==> src/rtl/raster_pkg.sv <==
// Shared types and helpers for the raster edge sequencing blocks.
// Float32 sign tests only; no arithmetic lives here.
package raster_pkg;

  localparam int FP_SIGN_BIT = 31;
  localparam int FP_MAG_MSB  = 30;

  // [0] = x, [1] = y, each a float32
  typedef logic [1:0][31:0] vec2_t;

  typedef enum logic [3:0] {
    IDLE,
    AREA_REQ,
    AREA_WAIT,
    READY,
    E0_REQ,
    E0_WAIT,
    E1_REQ,
    E1_WAIT,
    E2_REQ,
    E2_WAIT,
    RESULT,
    FAULT
  } state_t;

  function automatic logic fp_is_nonneg(
    input logic [31:0] w,
    input logic        zero_ok
  );
    return !w[FP_SIGN_BIT] ||
           (zero_ok && (w[FP_MAG_MSB:0] == '0));
  endfunction

endpackage

==> src/rtl/op_timeout_counter.sv <==
// Per-operation watchdog: cleared before an operation, counts its
// wait cycles and flags the last permitted one.
module op_timeout_counter #(
  parameter int TIMEOUT = 1023
) (
  input  logic clk,
  input  logic reset_i,
  input  logic clear_i,
  input  logic enable_i,
  output logic expired_o
);

  localparam int CW = $clog2(TIMEOUT + 1);
  localparam logic [CW-1:0] LAST = CW'(TIMEOUT - 1);

  logic [CW-1:0] cnt;

  assign expired_o = enable_i && (cnt == LAST);

  always_ff @(posedge clk or posedge reset_i) begin
    if (reset_i) begin
      cnt <= '0;
    end else if (clear_i) begin
      cnt <= '0;
    end else if (enable_i && !expired_o) begin
      cnt <= cnt + 1'b1;
    end
  end

endmodule

==> src/rtl/raster_edge_sequencer.sv <==
// Time-shares one external edge_function across triangle setup
// (area) and the three per-pixel barycentric weights.
module raster_edge_sequencer
  import raster_pkg::*;
#(
  parameter int TIMEOUT     = 1023,
  parameter bit ZERO_INSIDE = 1'b1
) (
  input  logic        clk,
  input  logic        reset_i,
  input  logic        tri_valid_i,
  output logic        tri_ready_o,
  input  vec2_t       v0_i,
  input  vec2_t       v1_i,
  input  vec2_t       v2_i,
  output logic [31:0] area_o,
  output logic        degenerate_o,
  input  logic        pix_valid_i,
  output logic        pix_ready_o,
  input  vec2_t       p_i,
  output logic        res_valid_o,
  input  logic        res_ready_i,
  output logic [31:0] w0_o,
  output logic [31:0] w1_o,
  output logic [31:0] w2_o,
  output logic        inside_o,
  output logic        error_o,
  output vec2_t       ef_a_o,
  output vec2_t       ef_b_o,
  output vec2_t       ef_c_o,
  output logic        ef_exec_strobe_o,
  input  logic [31:0] ef_z_i,
  input  logic        ef_done_strobe_i
);

  state_t state, state_d;
  vec2_t  v0_q, v1_q, v2_q, p_q;
  vec2_t  a_d, b_d, c_d;
  logic   ld_ops;
  logic   tri_acc, pix_acc;
  logic   in_req, in_wait;
  logic   expired;

  assign in_req = state inside
    {AREA_REQ, E0_REQ, E1_REQ, E2_REQ};
  assign in_wait = state inside
    {AREA_WAIT, E0_WAIT, E1_WAIT, E2_WAIT};

  // Readies drop while reset is held, not only after it releases.
  assign tri_ready_o = !reset_i &&
    ((state == IDLE) || (state == READY));
  assign pix_ready_o = !reset_i &&
    (state == READY) && !tri_valid_i;

  assign tri_acc = tri_valid_i && tri_ready_o;
  assign pix_acc = pix_valid_i && pix_ready_o;

  assign res_valid_o = (state == RESULT);
  assign inside_o = res_valid_o && !degenerate_o &&
    fp_is_nonneg(w0_o, ZERO_INSIDE) &&
    fp_is_nonneg(w1_o, ZERO_INSIDE) &&
    fp_is_nonneg(w2_o, ZERO_INSIDE);

  op_timeout_counter #(
    .TIMEOUT(TIMEOUT)
  ) u_tmo (
    .clk      (clk),
    .reset_i  (reset_i),
    .clear_i  (in_req),
    .enable_i (in_wait),
    .expired_o(expired)
  );

  always_ff @(posedge clk or posedge reset_i) begin
    if (reset_i) state <= IDLE;
    else         state <= state_d;
  end

  always_comb begin
    state_d = state;
    ld_ops  = 1'b0;
    a_d     = ef_a_o;
    b_d     = ef_b_o;
    c_d     = ef_c_o;
    unique case (state)
      IDLE, READY: begin
        if (tri_acc) begin
          state_d = AREA_REQ;
          ld_ops  = 1'b1;
          a_d     = v0_i;
          b_d     = v1_i;
          c_d     = v2_i;
        end else if (pix_acc) begin
          state_d = E0_REQ;
          ld_ops  = 1'b1;
          a_d     = v1_q;
          b_d     = v2_q;
          c_d     = p_i;
        end
      end
      AREA_REQ: state_d = AREA_WAIT;
      E0_REQ:   state_d = E0_WAIT;
      E1_REQ:   state_d = E1_WAIT;
      E2_REQ:   state_d = E2_WAIT;
      AREA_WAIT: begin
        if (ef_done_strobe_i) state_d = READY;
        else if (expired)     state_d = FAULT;
      end
      E0_WAIT: begin
        if (ef_done_strobe_i) begin
          state_d = E1_REQ;
          ld_ops  = 1'b1;
          a_d     = v2_q;
          b_d     = v0_q;
          c_d     = p_q;
        end else if (expired) begin
          state_d = FAULT;
        end
      end
      E1_WAIT: begin
        if (ef_done_strobe_i) begin
          state_d = E2_REQ;
          ld_ops  = 1'b1;
          a_d     = v0_q;
          b_d     = v1_q;
          c_d     = p_q;
        end else if (expired) begin
          state_d = FAULT;
        end
      end
      E2_WAIT: begin
        if (ef_done_strobe_i) state_d = RESULT;
        else if (expired)     state_d = FAULT;
      end
      RESULT: begin
        if (res_ready_i) state_d = READY;
      end
      FAULT:   state_d = FAULT;
      default: state_d = IDLE;
    endcase
  end

  always_ff @(posedge clk or posedge reset_i) begin
    if (reset_i) begin
      v0_q             <= '0;
      v1_q             <= '0;
      v2_q             <= '0;
      p_q              <= '0;
      area_o           <= '0;
      degenerate_o     <= 1'b0;
      w0_o             <= '0;
      w1_o             <= '0;
      w2_o             <= '0;
      error_o          <= 1'b0;
      ef_a_o           <= '0;
      ef_b_o           <= '0;
      ef_c_o           <= '0;
      ef_exec_strobe_o <= 1'b0;
    end else begin
      ef_exec_strobe_o <= in_req;
      if (ld_ops) begin
        ef_a_o <= a_d;
        ef_b_o <= b_d;
        ef_c_o <= c_d;
      end
      if (tri_acc) begin
        v0_q <= v0_i;
        v1_q <= v1_i;
        v2_q <= v2_i;
      end
      if (pix_acc) p_q <= p_i;
      if (in_wait && !ef_done_strobe_i && expired) error_o <= 1'b1;
      if (ef_done_strobe_i) begin
        unique case (1'b1)
          state == AREA_WAIT: begin
            area_o       <= ef_z_i;
            degenerate_o <= ef_z_i[FP_SIGN_BIT] ||
                            (ef_z_i[FP_MAG_MSB:0] == '0);
          end
          state == E0_WAIT: w0_o <= ef_z_i;
          state == E1_WAIT: w1_o <= ef_z_i;
          state == E2_WAIT: w2_o <= ef_z_i;
          default: ;
        endcase
      end
    end
  end

endmodule

==> config.mk <==
export PLATFORM = sky130hd
export DESIGN_NAME = raster_edge_sequencer
export DESIGN_NICKNAME = d
export VERILOG_FILES = /design/src/rtl/raster_pkg.sv /design/src/rtl/op_timeout_counter.sv /design/src/rtl/raster_edge_sequencer.sv
export SDC_FILE = /design/constraint.sdc
export NUM_CORES = 1
export LEC_CHECK = 0
export CORE_MARGIN = 3
export CORE_UTILIZATION = 25
export CTS_BUF_LIST = sky130_fd_sc_hd__clkbuf_16
export DETAILED_ROUTE_END_ITERATION = 8
export GPL_TIMING_DRIVEN = 0
export PLACE_DENSITY = 0.5
export SYNTH_ARGS = -nofsm -noshare
export SYNTH_HDL_FRONTEND = slang
export SYNTH_HIERARCHICAL = 1
export SYNTH_SLANG_ARGS = --single-unit
==> constraint.sdc <==
create_clock -name clk -period 34 [get_ports clk]
set_input_delay 5.1 -clock clk [delete_from_list [all_inputs] [get_ports clk]]
set_output_delay 5.1 -clock clk [all_outputs]
set_load 0.02 [all_outputs]
==> results.yml, run 1 <==
detailed_routing:
  route.detailed.drc: 0
  vias: 24300
  drtIter0Drc: 1658
  wire_per_inst_um: 26.1
  ant_nets: 0
  vias_per_cell: 5.03
  dr.pass1.iters: 5
  wl_um: 126000
place:
  gp_congestion: 0.844
  place_ws_ps: 21650
  dpl.cell_count: 4681
  dpl.hpwl_um: 95000
  portBuffers: 620
worst_setup_path:
  critPathArrivalTime_ps: 7200
  crit_path_end_kind: "output port"
  path_class: "in -> out"
  start_kind: "input port"
  cp_max_fo: 65
  crit_required_ps: 28900
die:
  die_w_um: 336
  die-area_sq_um: 113000
  die_h_um: 336
  initial_core_util: 0.253
  rows: 120
  io_pins: 621
  core_sq_um: 108000
grt:
  grt_first_pass_wirelength_um: 179000
  overflow: 0
  antenna_found_initial: 26
  groute.usage.overall: 0.218
  grt_max_degree: 121
  grt_pass1_vias: 24600
timing:
  period_needed_ps: 12300
  max_freq_mhz: 81.3
  tns_ps: 0
  finalHoldViolCount: 0
  finalSetupViolCount: 0
  rsz0062_at_grt: "no"
  worst_pin_slew_ps: 1320
  drv_slew: 0
  slew_headroom: 0.117
  worst_slack_ps: 21700
  fin_crit_sh: 0.362
  skew_ps: 18.6
synth:
  synth_seq_cells: 593
  syn-cell-area_sq_um: 27200
  synth_nets: 2949
  synthArstFlopShare: 1.00
  synth.distinct_cells: 48
  synth_warnings: 6
  synth_top_flop_cell: "dfrtp_1"
  synth-edff-count: 0
  avgSynthCellArea_sq_um: 10.3
  ys_seq_area_frac: 0.545
  netlist_instances: 2653
final_layout:
  final_net_count: 3651
  nFillCells: 11100
  drive_above_1_share: 0.122
  finalNonFillerCells: 4828
  area_growth_syn_to_layout_pct: 38.3
clock_network:
  clk_pin_slew_ps: 60
  cts_sinks: 593
  cts_root_buffer: "clkbuf_16"
  cts_tree: "yes"
  cts.path.max_buffers: 3
  hold_buffers: 0
  htreeDepth: 3
  post_cts_buffers: 0
  numCtsBuffers: 75
  clk_latency_ps: 640
  cts_resized: 0
power_and_ir_drop:
  power_leakage_nw: 16.7
  max-vdd-ir-drop_uv: 41.9
  total_power_mw: 4.04
  powerDensity_nw_per_um2: 107
flow_run:
  cap_viol_max_count: 0
hold_path:
  hp-class: "reg -> reg"
status:
  status: "finished, final reports clean"
-- stage by stage --
step,hold WS [ps],cell area (sq um),util
2_1_floorplan,461,27200,-
3_3_place_gp,483,35200,0.327
3_5_place_dp,490,35300,0.329
4_1_cts,504,37600,0.350
5_1_grt,513,37600,0.350
6_report,500,37600,0.350
-- path summary, 6_finish.rpt --
kind,startpoint,end,slack (ps),cells past startpoint
min in group asynchronous,reset_i,u_tmo/cnt[4],5080,2
max,reset_i,tri_ready_o,21700,4
min,v0_q[62],v0_q[62],500,2
min reg2reg,v0_q[62],v0_q[62],500,2
max reg2reg,state[2],state[3],30370,10
max in group asynchronous,reset_i,p_q[1],27320,4
-- critical path, cell delays in order --
cell and delay [ps]:
clkdlybuf4s50_1 620, inv_8 500, and3_1 240, clkdlybuf4s50_1 690
-- report_power, final --
group / internal, mW / switching (mW)
Clock: 0.433 / 0.328
Combinational: 0.848 / 1.11
Sequential: 1.05 / 0.270
-- kinds of logic after synthesis --
group / count (synthesis) / synth area share
simple gates: 1069 / 0.174
fa+ha+maj: 2 / 0.000919
buf+inv: 241 / 0.0426
compound gates: 420 / 0.108
xor+xnor: 6 / 0.00193
flops: 593 / 0.545
mux: 322 / 0.127
-- area by class of cell --
type                    count  area (sq um)  share of cell area
inverters                   5          26.3            0.000698
flip-flops and latches    593         14800               0.394
well taps                1403          1760              0.0466
multi-input cells        1819         11200               0.298
clock inverters            59           362             0.00960
plain buffers             236          1140              0.0304
clock buffers              77          1930              0.0512
diodes                     11          27.5            0.000731
repair buffers            625          6340               0.168
-- flip-flops by register name (all words and copies together) (netlist names) --
signal            cells
state                 4
ef_a_o               64
area_o               32
w1_o                 32
u_tmo/cnt            10
v1_q                 64
w0_o                 32
p_q                  64
w2_o                 32
error_o               1
v2_q                 64
degenerate_o          1
ef_c_o               64
ef_b_o               64
ef_exec_strobe_o      1
v0_q                 64
-- metal layers --
layer  share of wire  wire, um  track usage  vias up
li1                -         -            -    11000
met1            0.41     51200        0.264    12300
met2            0.47     59900        0.363      817
met3           0.088     11000       0.0763      196
met4           0.031      3910       0.0647       26
met5          0.0014       178            0        -
-- cell usage after synthesis, types with 2 or more instances --
library cell | count | share of area
mux2_1 | 2 | 0.00083
nor2_1 | 145 | 0.020
nor3_1 | 7 | 0.0013
or4_1 | 2 | 0.00055
o221ai_1 | 2 | 0.00064
nor3b_1 | 3 | 0.00083
and2_1 | 7 | 0.0016
o21bai_1 | 2 | 0.00055
xnor2_1 | 2 | 0.00064
nand3_1 | 5 | 0.00092
a22o_1 | 2 | 0.00064
dfrtp_1 | 593 | 0.55
ha_1 | 2 | 0.00092
buf_1 | 9 | 0.0012
buf_2 | 87 | 0.016
nor4b_1 | 2 | 0.00064
a2bb2oi_1 | 64 | 0.021
buf_6 | 10 | 0.0041
clkbuf_1 | 111 | 0.015
and4_1 | 2 | 0.00064
nor4_1 | 221 | 0.051
nand3b_1 | 4 | 0.0011
buf_4 | 19 | 0.0052
nor2b_1 | 6 | 0.0014
and3_1 | 2 | 0.00046
o31ai_1 | 5 | 0.0014
a21oi_1 | 134 | 0.025
mux2i_1 | 128 | 0.047
inv_1 | 5 | 0.00069
a31oi_1 | 65 | 0.015
xor2_1 | 4 | 0.0013
mux2_2 | 192 | 0.079
o21ai_0 | 11 | 0.0020
and3b_1 | 2 | 0.00064
a221oi_1 | 128 | 0.041
nand2_1 | 648 | 0.089
nand4_1 | 9 | 0.0021
-- cell usage in the layout (no fill, tap or decap), types with 65 or more instances in the layout --
| master | instances |
|---|---|
| nor4_1 | 221 |
| nand2_1 | 648 |
| buf_2 | 87 |
| a21oi_1 | 134 |
| a221oi_1 | 128 |
| nor2_1 | 145 |
| clkbuf_1 | 108 |
| dfrtp_1 | 593 |
| clkdlybuf4s50_1 | 620 |
| mux2_2 | 192 |
| a31oi_1 | 65 |
| mux2i_1 | 128 |
| clkbuf_16 | 77 |
Power figures use the tool's default switching activity.
==> run 2: changes to the inputs <==
- clock period: 34 -> 11.5 ns (I/O delays scaled with it)
==> results.yml, run 2 (synthesized netlist as in run 1, its figures left out) <==
status:
  status: "finished, final reports clean"
grt:
  grt_max_degree: 40
  overflow: 0
  grt_first_pass_wirelength_um: 182000
  grt_util_met3: 0.0614
  gr-usage-met1: 0.274
  antenna_found_initial: 30
  grtUsageMet2: 0.373
  grt_pass1_vias: 24800
  busiest_layer: "met2"
  groute.usage.overall: 0.220
final_layout:
  layout_commonest_cell: "nand2_1"
  final_cell_mix: "nand2_1, clkdlybuf4s50_1, dfrtp_1"
  final_net_count: 3664
  drive_above_1_share: 0.124
  area_growth_syn_to_layout_pct: 38.9
  finalNonFillerCells: 4835
worst_setup_path:
  crit_path_end_kind: "output port"
  crit_path_max_incr_delay_ps: 620
  crit_buf_inv: 3
  cp_max_fo: 23
  start_kind: "input port"
  worst_path_max_delay_cell: "clkdlybuf4s50_1"
  path_common_cell: "clkdlybuf4s50_1"
  path_class: "in -> out"
  worstPathCellList: "clkdlybuf4s50_1 > clkinvlp_4 > and3_1 > clkdlybuf4s50_1"
  critPathArrivalTime_ps: 3940
  cp_top_family: "buffers and inverters"
  crit_required_ps: 9780
detailed_routing:
  wire_per_inst_um: 26.4
  wl_um: 128000
  drtIter0Drc: 1770
  route.detailed.drc: 0
  dr.pass1.iters: 6
  ant_nets: 0
  vias_per_cell: 5.04
  vias: 24400
clock_network:
  hold_buffers: 0
  cts.path.max_buffers: 3
  cts_sinks: 593
  clk_pin_slew_ps: 60
  cts_root_buffer: "clkbuf_16"
  cts_resized: 0
  htreeDepth: 3
  cts_tree: "yes"
  post_cts_buffers: 0
  clk_latency_ps: 630
  numCtsBuffers: 75
place:
  dpl.cell_count: 4694
  dpl.hpwl_um: 97200
  gp_congestion: 0.846
  portBuffers: 620
timing:
  tns_ps: 0
  slew_headroom: 0.116
  fin_crit_sh: 0.493
  finalSetupViolCount: 0
  rsz0062_at_grt: "no"
  skew_ps: 27.4
  period_needed_ps: 5670
  finalHoldViolCount: 0
  drv_slew: 0
  max_freq_mhz: 176
  worst_pin_slew_ps: 1330
power_and_ir_drop:
  power_leakage_nw: 16.8
  max-vdd-ir-drop_uv: 153
  powerDensity_nw_per_um2: 315
hold_path:
  hp-class: "reg -> reg"
die:
  io_pins: 621
  rows: 120
  die_h_um: 336
  die-area_sq_um: 113000
  die_w_um: 336
  initial_core_util: 0.253
  core_sq_um: 108000
flow_run:
  cap_viol_max_count: 0
run 2: changes by cell type in the layout (fill, tap and decap cells not counted), sizes merged, moves of 2 or more:
cell and delta:
buf +13, clkinv -11, diode +6, inv -2
run 2: path summary, 6_finish.rpt:
check	slack, ps	from	cells after the start	to
worst max register to register	7870	state[2]	10	state[3]
max in group asynchronous	8120	reset_i	7	v1_q[58]
worst min-delay path	460	error_o	1	error_o
worst min register to register	460	error_o	1	error_o
worst max-delay path	5830	reset_i	4	tri_ready_o
min in group asynchronous	1600	reset_i	2	u_tmo/cnt[2]
run 2: where the power goes:
part	total, mW	switching (mW)	leakage (nW)	internal (mW)
Clock	2.20	0.941	1.16	1.26
Combinational	5.80	3.28	8.39	2.51
Sequential	3.91	0.796	7.22	3.11
Total	11.9	5.02	16.8	6.88
run 2: routing by layer:
| layer | vias to the layer above | routed length (um) |
|---|---|---|
| met2 | 831 | 61600 |
| met4 | 20 | 3310 |
| li1 | 11000 | - |
| met5 | - | 138 |
| met1 | 12300 | 53000 |
| met3 | 180 | 9680 |
run 2: final cells by class:
| type | count | area [sq um] |
|---|---|---|
| Inverter | 5 | 22.5 |
| Clock inverter | 46 | 260 |
| Timing Repair Buffer | 638 | 6570 |
| Tap cell | 1403 | 1760 |
| Clock buffer | 78 | 1950 |
| Antenna cell | 17 | 42.5 |
| Fill cell | 11100 | 69700 |
| Multi-Input combinational cell | 1819 | 11200 |
| Buffer | 236 | 1140 |
| Sequential cell | 593 | 14800 |
run 2: through the flow:
stage / utilization / power (mW) / cell area, sq um / hold WS (ps) / worst slack, ps
2_1_floorplan: - / 7.00 / 27200 / 461 / -1520
3_3_place_gp: 0.327 / 9.72 / 35200 / 449 / -7550
3_5_place_dp: 0.331 / 9.77 / 35500 / 448 / 5790
4_1_cts: 0.351 / 12.0 / 37800 / 466 / 5780
5_1_grt: 0.351 / 12.6 / 37800 / 484 / 5660
6_report: 0.352 / 11.9 / 37800 / 461 / 5830
run 2: worst register-to-register path: stages, from the launching register on:
cell	delay [ps]
dfrtp_1	370
buf_2	180
nand3b_1	220
clkbuf_1	760
clkbuf_1	600
o21ai_0	450
and2_1	300
nor2b_1	190
a22o_1	200
a32oi_1	130
o21ai_0	100
==> run 3: changes to the inputs <==
- PLACE_DENSITY: 0.5 -> 0.51
- clock period: 11.5 -> 4.7 ns (I/O delays scaled with it)
==> results.yml, run 3 (synthesized netlist as in run 1, its figures left out) <==
hold_path:
  hp-class: "reg -> reg"
final_layout:
  final_cell_mix: "nand2_1, clkdlybuf4s50_1, dfrtp_1"
  layout_commonest_cell: "nand2_1"
  area_growth_syn_to_layout_pct: 39.2
  finalNonFillerCells: 4848
  drive_above_1_share: 0.126
  final_net_count: 3664
timing:
  skew_ps: 25.0
  finalHoldViolCount: 0
  worst_slack_ps: 807
  fin_crit_sh: 0.828
  drv_slew: 0
  max_freq_mhz: 257
  period_needed_ps: 3890
  finalSetupViolCount: 0
  worst_pin_slew_ps: 1200
  rsz0062_at_grt: "no"
  slew_headroom: 0.202
worst_setup_path:
  critPathArrivalTime_ps: 4380
  path_class: "reg -> reg"
  start_kind: "flip-flop"
  crit_path_end_kind: "flip-flop"
  worstPathCellList: "buf_2 > nand3b_1 > clkbuf_1 > clkbuf_1 > o21ai_0 > and2_1 > nor2b_1 > a22o_1 > a32oi_1 > o21ai_0"
  worst_path_max_delay_cell: "clkbuf_1"
  crit_required_ps: 5180
  crit_path_max_incr_delay_ps: 860
  crit_buf_inv: 3
  cp_top_family: "buffers and inverters"
  cp_max_fo: 10
clock_network:
  cts.path.max_buffers: 3
  hold_buffers: 0
  cts_root_buffer: "clkbuf_16"
  cts_tree: "yes"
  clk_pin_slew_ps: 60
  cts_sinks: 593
  numCtsBuffers: 76
  cts_resized: 0
  post_cts_buffers: 0
  clk_latency_ps: 640
  htreeDepth: 3
die:
  io_pins: 621
  rows: 120
  die_h_um: 336
  die_w_um: 336
  initial_core_util: 0.253
  die-area_sq_um: 113000
  core_sq_um: 108000
detailed_routing:
  vias: 24300
  wl_um: 127000
  met3_length_um: 9240
  wirelength_met1_um: 53100
  top_layer: "met5"
  route.detailed.drc: 0
  ant_nets: 0
  dr.pass1.iters: 5
  wl_met2_um: 61400
  vias_per_cell: 5.02
  drtIter0Drc: 1612
  wire_per_inst_um: 26.2
power_and_ir_drop:
  powerDensity_nw_per_um2: 773
  power_leakage_nw: 16.8
  total_power_mw: 29.3
  max-vdd-ir-drop_uv: 293
place:
  dpl.cell_count: 4693
  place_ws_ps: 570
  dpl.hpwl_um: 96300
  portBuffers: 620
  gp_congestion: 0.851
flow_run:
  cap_viol_max_count: 0
status:
  status: "finished, final reports clean"
grt:
  grt_pass1_vias: 24700
  groute.usage.overall: 0.219
  grt_max_degree: 40
  antenna_found_initial: 34
  overflow: 0
  grt_first_pass_wirelength_um: 180000
[run 3: cell types whose count changed in the layout (fill, tap and decap cells not counted), moves of 2 or more]
cell	delta
buf_12	-2
clkinv_1	+3
clkinv_2	+4
clkinvlp_4	+3
[run 3: stage by stage]
stage | hold WS, ps | TNS [ps] | utilization | area, sq um
after detailed placement | 450 | 0 | 0.331 | 35500
after global routing | 503 | 0 | 0.352 | 37900
after CTS | 469 | 0 | 0.352 | 37800
final | 466 | 0 | 0.352 | 37900
after floorplan | 461 | -2312750 | - | 27200
after global placement | 444 | -5089240 | 0.327 | 35200
[run 3: metal layers]
metal / track usage / up-vias
met3: 0.0569 / 188
met2: 0.368 / 849
met4: 0.0707 / 22
met5: 0 / -
met1: 0.275 / 12200
li1: - / 11000
[run 3: final timing paths]
check                      startpoint            to  slack [ps]  cells past startpoint
setup reg to reg             state[2]      state[3]         810                     10
setup / recovery             state[2]      state[3]         810                     10
hold / removal                error_o       error_o         470                      1
max in group asynchronous     reset_i       p_q[60]        2430                      7
hold reg to reg               error_o       error_o         470                      1
min in group asynchronous     reset_i  u_tmo/cnt[4]         540                      2
[run 3: area by class of cell]
type | count | area, sq um
flip-flops and latches | 593 | 14800
diodes | 18 | 45.0
repair buffers | 637 | 6550
fillers | 11000 | 69600
clock buffers | 79 | 1980
clock inverters | 58 | 334
plain buffers | 236 | 1140
inverters | 5 | 22.5
well taps | 1403 | 1760
multi-input cells | 1819 | 11200
[run 3: power breakdown]
group | switching [mW] | internal, mW
Clock | 2.43 | 3.10
Sequential | 1.92 | 7.61
Combinational | 8.06 | 6.15
Total | 12.4 | 16.9
